[src/rtl/ps2_keyboard_display.sv]
// ps2_keyboard_display
//   Receives PS/2 keyboard frames from the raw connector lines and oversamples
//   them in the system clock domain. Numeric-key make codes (0-9) are decoded
//   and shown on one active-low 7-segment digit. Break sequences (F0 xx) are
//   recognised, so key releases do not change the digit.
// Ports
//   clk         : system clock; all logic runs on its rising edge
//   reset       : synchronous, active-high
//   keyb_clk    : raw PS/2 clock (asynchronous, idles high)
//   keyb_data   : raw PS/2 data (asynchronous, idles high)
//   hex_display : segment drive, active-low, bit0=a .. bit6=g
module ps2_keyboard_display #(
  parameter int TIMEOUT_CYCLES = 50000
) (
  input  logic       clk,
  input  logic       reset,
  input  logic       keyb_clk,
  input  logic       keyb_data,
  output logic [6:0] hex_display
);

  localparam int TW = $clog2(TIMEOUT_CYCLES + 1);

  typedef enum logic [1:0] {S_IDLE, S_DATA, S_PARITY, S_STOP} state_t;

  state_t      r_state, w_state_next;
  logic        r_kc_s1, r_kc_s2, r_kc_prev;
  logic        r_kd_s1, r_kd_s2;
  logic        w_fall;
  logic [7:0]  r_shift;
  logic [2:0]  r_bit_cnt;
  logic        r_parity;
  logic [TW-1:0] r_to_cnt;
  logic        w_timeout;
  logic        w_frame_ok;
  logic [7:0]  scan_code;
  logic [3:0]  number;
  logic        r_break_pending;
  logic        w_digit_valid;
  logic [3:0]  w_digit;

  // Synchronizers park at 1 so reset never fabricates a falling edge.
  always_ff @(posedge clk) begin
    if (reset) begin
      r_kc_s1   <= 1'b1;
      r_kc_s2   <= 1'b1;
      r_kc_prev <= 1'b1;
      r_kd_s1   <= 1'b1;
      r_kd_s2   <= 1'b1;
    end else begin
      r_kc_s1   <= keyb_clk;
      r_kc_s2   <= r_kc_s1;
      r_kc_prev <= r_kc_s2;
      r_kd_s1   <= keyb_data;
      r_kd_s2   <= r_kd_s1;
    end
  end

  // Data is taken from the same stage as the current clock sample, so the bit
  // acted on is aligned with the edge being detected.
  assign w_fall    = r_kc_prev & ~r_kc_s2;
  assign w_timeout = (r_to_cnt == TW'(TIMEOUT_CYCLES));

  always_ff @(posedge clk) begin
    if (reset) r_state <= S_IDLE;
    else       r_state <= w_state_next;
  end

  always_comb begin
    w_state_next = r_state;
    case (r_state)
      S_IDLE:   if (w_fall && !r_kd_s2) w_state_next = S_DATA;
      S_DATA:   if (w_fall && r_bit_cnt == 3'd7) w_state_next = S_PARITY;
      S_PARITY: if (w_fall) w_state_next = S_STOP;
      S_STOP:   if (w_fall) w_state_next = S_IDLE;
      default:  w_state_next = S_IDLE;
    endcase
    // An edge arriving in the same cycle keeps the frame alive.
    if (r_state != S_IDLE && !w_fall && w_timeout) w_state_next = S_IDLE;
  end

  always_ff @(posedge clk) begin
    if (reset) begin
      r_shift   <= 8'h00;
      r_bit_cnt <= 3'd0;
      r_parity  <= 1'b0;
      r_to_cnt  <= '0;
    end else begin
      if (r_state == S_IDLE || w_fall || w_timeout) r_to_cnt <= '0;
      else                                          r_to_cnt <= r_to_cnt + TW'(1);
      if (w_fall) begin
        case (r_state)
          S_IDLE: r_bit_cnt <= 3'd0;
          S_DATA: begin
            r_shift   <= {r_kd_s2, r_shift[7:1]};
            r_bit_cnt <= r_bit_cnt + 3'd1;
          end
          S_PARITY: r_parity <= r_kd_s2;
          default: ;
        endcase
      end
    end
  end

  assign w_frame_ok = (r_state == S_STOP) && w_fall && r_kd_s2 && (^{r_shift, r_parity});

  always_comb begin
    w_digit_valid = 1'b1;
    w_digit       = 4'd0;
    case (r_shift)
      8'h45: w_digit = 4'd0;
      8'h16: w_digit = 4'd1;
      8'h1E: w_digit = 4'd2;
      8'h26: w_digit = 4'd3;
      8'h25: w_digit = 4'd4;
      8'h2E: w_digit = 4'd5;
      8'h36: w_digit = 4'd6;
      8'h3D: w_digit = 4'd7;
      8'h3E: w_digit = 4'd8;
      8'h46: w_digit = 4'd9;
      default: w_digit_valid = 1'b0;
    endcase
  end

  // The byte after F0 is the released key: record it, but leave the digit.
  always_ff @(posedge clk) begin
    if (reset) begin
      scan_code       <= 8'h00;
      number          <= 4'd0;
      r_break_pending <= 1'b0;
    end else if (w_frame_ok) begin
      scan_code <= r_shift;
      if (r_break_pending)      r_break_pending <= 1'b0;
      else if (r_shift == 8'hF0) r_break_pending <= 1'b1;
      else if (w_digit_valid)    number <= w_digit;
    end
  end

  always_comb begin
    hex_display = 7'b1111111;
    case (number)
      4'd0: hex_display = 7'b1000000;
      4'd1: hex_display = 7'b1111001;
      4'd2: hex_display = 7'b0100100;
      4'd3: hex_display = 7'b0110000;
      4'd4: hex_display = 7'b0011001;
      4'd5: hex_display = 7'b0010010;
      4'd6: hex_display = 7'b0000010;
      4'd7: hex_display = 7'b1111000;
      4'd8: hex_display = 7'b0000000;
      4'd9: hex_display = 7'b0010000;
      default: hex_display = 7'b1111111;
    endcase
  end

endmodule

[config.mk]
export PLATFORM = sky130hd
export DESIGN_NAME = ps2_keyboard_display
export DESIGN_NICKNAME = d
export VERILOG_FILES = /design/src/rtl/ps2_keyboard_display.sv
export SDC_FILE = /design/constraint.sdc
export NUM_CORES = 1
export LEC_CHECK = 0
export BUFFER_PORTS_ARGS = -buffer_cell sky130_fd_sc_hd__buf_2
export CAP_MARGIN = 20
export CORE_MARGIN = 1
export CORE_UTILIZATION = 54
export DETAILED_ROUTE_END_ITERATION = 16
export GPL_TIMING_DRIVEN = 0
export PLACE_DENSITY_LB_ADDON = 0.08
export SLEW_MARGIN = 20
export SYNTH_ARGS = -nofsm -noshare
export SYNTH_HDL_FRONTEND = slang
export SYNTH_SLANG_ARGS = --single-unit
export TNS_END_PERCENT = 30
[constraint.sdc]
create_clock -name clk -period 4.78 [get_ports clk]
set_input_delay 0.717 -clock clk [delete_from_list [all_inputs] [get_ports clk]]
set_output_delay 0.717 -clock clk [all_outputs]
set_load 0.005 [all_outputs]
Word level (Yosys, flattened, before mapping)

Memory sizes are Yosys's and may differ from the RTL's. A register that Yosys moved wholly into a read port is not among the register bits.
Index checks and enable logic that the tools add are counted.
Widths: inputs -> output; s select.

Bits in registers: 40
Bits in latches: 0
RAM bits: 0
Memory bits (read-only): 112
Bits of input ports: 4
Output and inout port bits: 7
Logic and storage cells: 74
Memories: 1

$add $sub $neg: 2
Multiply operators: 0
Divide/modulo/power cells: 0
Order comparisons: 0
Eq/ne operators: 20
Shifts and indexed selects: 0
Muxes and demuxes: 12
Bitwise gates (word level): 4
Reduce and logical (&&, ||, !) cells: 23

Memories:

| name             | depth | bits a word | read ports | clocked after Yosys merged registers in | write ports | line | RTL |
|---|---|---|---|---|---|---|---|
| (name not given) | 16    | 7           | 1          | 1                                       | 0           | 141  | `case (number)` |

Operator list:

| kind                  | count |
|---|---|
| $eq 8x6->1 const B    | 6 |
| $pmux 4 s9            | 1 |
| $add 16x1->16 const B | 1 |
| $eq 16x16->1 const B  | 1 |
| $eq 8x5->1 const B    | 2 |
| $eq 8x7->1 const B    | 2 |
| $reduce_or 10->1      | 1 |
| $reduce_xor 9->1      | 1 |
| $eq 8x8->1 const B    | 1 |
| $mux 2                | 4 |
| $mux 4                | 2 |
| $ne 2x2->1 const B    | 4 |
| $pmux 2 s4            | 1 |
| $reduce_and 4->1      | 2 |
| $logic_and 1x1->1     | 7 |
| $pmux 3 s2            | 1 |
| $reduce_and 2->1      | 3 |
| $eq 2x2->1 const B    | 2 |
| $reduce_bool 2->1     | 2 |
| $reduce_or 2->1       | 2 |
| $add 3x1->3 const B   | 1 |
| $eq 3x3->1 const B    | 1 |
| $mux 1                | 3 |
| $not 1->1             | 3 |
| other kinds (5)       | 7 |

Logic depth before layout (Yosys ltp)

Depth after elaboration: 8
Gate-level depth with buffers: 13
Depth with buffers taken out: 11

Worst setup path after synthesis

No wires, ideal clock.

Path type: register to register
Start point: register r_shift[5]
End point: register, netlist name hex_display[4]
Setup time: 0.091 ns
Arrival: 2.599 ns
Required time: 4.689 ns
Path slack: 2.090 ns
Cell stages (with the launch flop): 12
Buffers on the path: 2
Clock period less this slack: 2.690 ns
Cells stage by stage: dfxtp_1 -> buf_2 -> xnor2_1 -> xnor3_1 -> xnor2_2 -> o211ai_4 -> buf_6 -> mux2i_1 -> or2_2 -> ha_1 -> or2_2 -> a311oi_1

Longest elaborated chain between the ends: 6
Elaborated cells between the ends (all ways): 20
Classes of those cells: 11 x eq/ne; 4 x mux; 1 x bitwise; 4 x reduce/logical

Ends and longest elaborated chain:

| what                                    | line | RTL |
|---|---|---|
| from (decl)                             | 30   | `logic [7:0] r_shift;` |
| from (signal assigned)                  | 95   | `r_shift <= {r_kd_s2, r_shift[7:1]};` |
| $eq 8x7->1 (tied with other cells)      | 110  | `case (r_shift)` |
| $reduce_or 10->1 (no source line)       | --   |  |
| $mux 1                                  | 110  |  |
| $reduce_and 4->1 (no source line)       | --   |  |
| $mux 4 (no source line) * (2 in series) | --   |  |

Mark *: on every way between the ends. The rest lies on a longest branch, timed or not.
A chain may end at the register's enable or synchronous reset.

Worst setup path after layout

Start point: register r_shift[6]
End point: register, netlist name hex_display[4]

Longest elaborated chain between the ends: 6
Elaborated cells between the ends (all ways): 20
Classes of those cells: 11 x eq/ne; 4 x mux; 1 x bitwise; 4 x reduce/logical

Ends and longest elaborated chain:

| what                                    | line |
|---|---|
| $eq 8x7->1 (tied with other cells)      | 110 |
| $reduce_or 10->1 (no source line)       | -- |
| $mux 1                                  | 110 |
| $reduce_and 4->1 (no source line)       | -- |
| $mux 4 (no source line) * (2 in series) | -- |

Marked as above.

==> run metrics <==
outcome finished, final reports clean; post-CTS setup buffer count 0; drt drc 0; post-DP HPWL 3500 um; final hold vios 0; Startpoint Class register; most frequent cells in the layout dfxtp_1, nor2_1, nand2_1; Tcrit/Tclk final 0.624; r2r setup slk 1.80 ns; Worst Setup SP r_shift[6]; sequential cell area fraction in the yosys report 0.372; GRT Residual Overflow 0; Die X 70.4 um; fraction of layout cells with a size suffix above 1 0.135; Max-Cap Viols 0; RR Endpoint hex_display[4]; initial core utilization 0.573; Setup TNS 0 ns; R2R cell count 11; Rel. slew slack 0.634; Area Overhead vs Synth 9.15%; worst hold path class reg -> reg; Cell Pwr Density 259 mW/mm2; Setup crit end kind register; CTS Root Cell clkbuf_8; CTS tree done; CP required 5.00 ns; hold-fix buffers at CTS 0; final core utilization 0.626; Clock Path Buffers 2; met2 Usage GRT 0.354; drt wl/cell 13.0 um; number of port buffers 9; htree depth 2; syn_nets 311; ys flop type dfxtp_1; RSZ-0062 raised after global routing no; Arr. time, crit path 3.20 ns; worst-margin pin slew 0.549 ns; final antenna-violating net count 0; WHS Endpoint r_kd_s2; row count 24; Filler Cells Inserted 394; WHS Path Cells 1; commonest non-fill, non-tap cell in the layout dfxtp_1; Clock Pin Slew Worst Setup and Hold Paths 0.09 ns; Pre-Repair DR Iteration Count 4; most used routing layer met2; Ys Warns 0; critical path peak fanout 10; ys async rst share 0; # clock sinks 47; hold path startpoint r_kd_s1; initial antenna violation count 0; vias 2002; Post-Syn Area per Cell 8.61 um2; first-pass GRT wire length 7940 um; Final Critical Period 2.98 ns; post-DR vias/cell 5.52; cell count after synthesis 294; synth unique cells 57; crit-path cells clkbuf_1 > nor4b_2 > nand3b_1 > o22ai_1 > o211ai_4 > buf_6 > mux2i_1 > or2_2 > ha_1 > or2_2 > a311oi_1; worst r2r src r_shift[6]; Max Fclk 0.335 GHz; most used cell, CP or2_2; Resize count post-CTS 0; largest net degree at the start of global routing 16; Post-synth EDFFs 0; final setup fails 0; final slew viol count 0; Core Area 0.00441 mm2; Total GRT Usage 0.204; slowest stage delay, CP 0.38 ns; leak pwr 1.07 nW; CTS buffer count 5; Worst path slowest cell o22ai_1; Ports 11; grt met3 use 0.0476; die height 70.4 um; Starting DRT DRC Count 135; Ant. Diodes 0; peak supply drop 0.185 mV; final weighted congestion in routability-driven placement 0.848; vias in the first global route 1801; Worst-Skew Late Latency 0.30 ns; Setup Skew 0.0101 ns; CP Class reg -> reg; Die ar. 0.00496 mm2; Syn Std Cell Area 0.00253 mm2; FF+latch count, synth 47; met1 track demand over resource 0.237; Final nets 327; Post-Route WL 4710 um
[how the worst max path moves through the flow]
stage / to / slack (ns) / cells after the start
6_report: hex_display[4] / 1.80 / 11
5_1_grt: hex_display[4] / 1.58 / 11
4_1_cts: hex_display[4] / 1.80 / 11
3_5_place_dp: hex_display[4] / 1.84 / 11
3_3_place_gp: hex_display[4] / 1.82 / 11
2_1_floorplan: hex_display[4] / 2.09 / 11
[metal layers]
layer / wire [um] / share of wire / vias up
met3: 139 / 0.030 / 7
li1: - / - / 1045
met1: 2230 / 0.47 / 923
met2: 2270 / 0.48 / 27
met4: 71 / 0.015 / 0
met5: 0 / 0 / -
[cell usage after synthesis (7+ instances only)]
cell      count  share of area
xnor2_1       8          0.028
a21oi_1      20          0.040
xor2_1       10          0.035
dfxtp_1      47           0.37
nand3_1       8          0.016
o21ai_0       7          0.014
inv_1        13          0.019
nor2_1       37          0.055
nand2_1      32          0.047
or2_2         7          0.017
ha_1         13          0.064
clkbuf_1     10          0.015
mux2i_1       7          0.028
[critical path, delay by kind of cell (launching register included)]
kind | cells | cell delay, ns
muxes | 1 | 0.11
AOI/OAI and AO/OA | 3 | 0.74
adders and majority gates | 1 | 0.21
DFF | 1 | 0.32
and+or+nand+nor | 4 | 1.05
buffers and inverters | 2 | 0.46
[area by class of cell]
| type | count | area (um2) | share of cell area |
|---|---|---|---|
| multi-input cells | 220 | 1480 | 0.535 |
| flip-flops and latches | 47 | 941 | 0.341 |
| clock buffers | 6 | 82.6 | 0.0299 |
| well taps | 52 | 65.1 | 0.0236 |
| plain buffers | 14 | 63.8 | 0.0231 |
| inverters | 13 | 48.8 | 0.0177 |
| repair buffers | 9 | 45.0 | 0.0163 |
| clock inverters | 2 | 38.8 | 0.0140 |
[logic make-up (layout without fill, tap and decap cells)]
logic type | count (synthesis) | after routing | synth area share
XOR/XNOR | 20 | 20 | 0.0776
multiplexers | 9 | 9 | 0.0381
AND/OR/NAND/NOR | 132 | 132 | 0.276
adder cells (fa/ha/maj) | 13 | 13 | 0.0643
buffers and inverters | 27 | 44 | 0.0445
AO/OA/AOI/OAI | 46 | 46 | 0.128
flip-flops | 47 | 47 | 0.372
[report_power, final]
group	internal, mW	total, mW	switching [mW]	leakage (nW)
Sequential	0.393	0.394	0.00104	0.380
Combinational	0.00411	0.0126	0.00846	0.632
Clock	0.172	0.310	0.138	0.0618
[metrics by stage]
step,hold WS (ns),power (mW),setup WS (ns),cell area [um2],instances
finish,0.414,0.716,1.80,2760,363
global route,0.427,0.739,1.58,2760,363
global placement,0.391,0.416,1.82,2640,355
detailed placement,0.396,0.416,1.84,2640,355
CTS,0.418,0.728,1.80,2760,363
floorplan,0.389,0.412,2.09,2530,294
[flip-flops by register name (all words and copies together), names as in the netlist]
signal	count
r_to_cnt	16
r_shift	8
hex_display	7
number	4
r_bit_cnt	3
r_state	2
r_break_pending	1
r_kc_prev	1
r_kc_s1	1
r_kc_s2	1
r_kd_s1	1
r_kd_s2	1
r_parity	1
(Power assumes the default switching activity.)
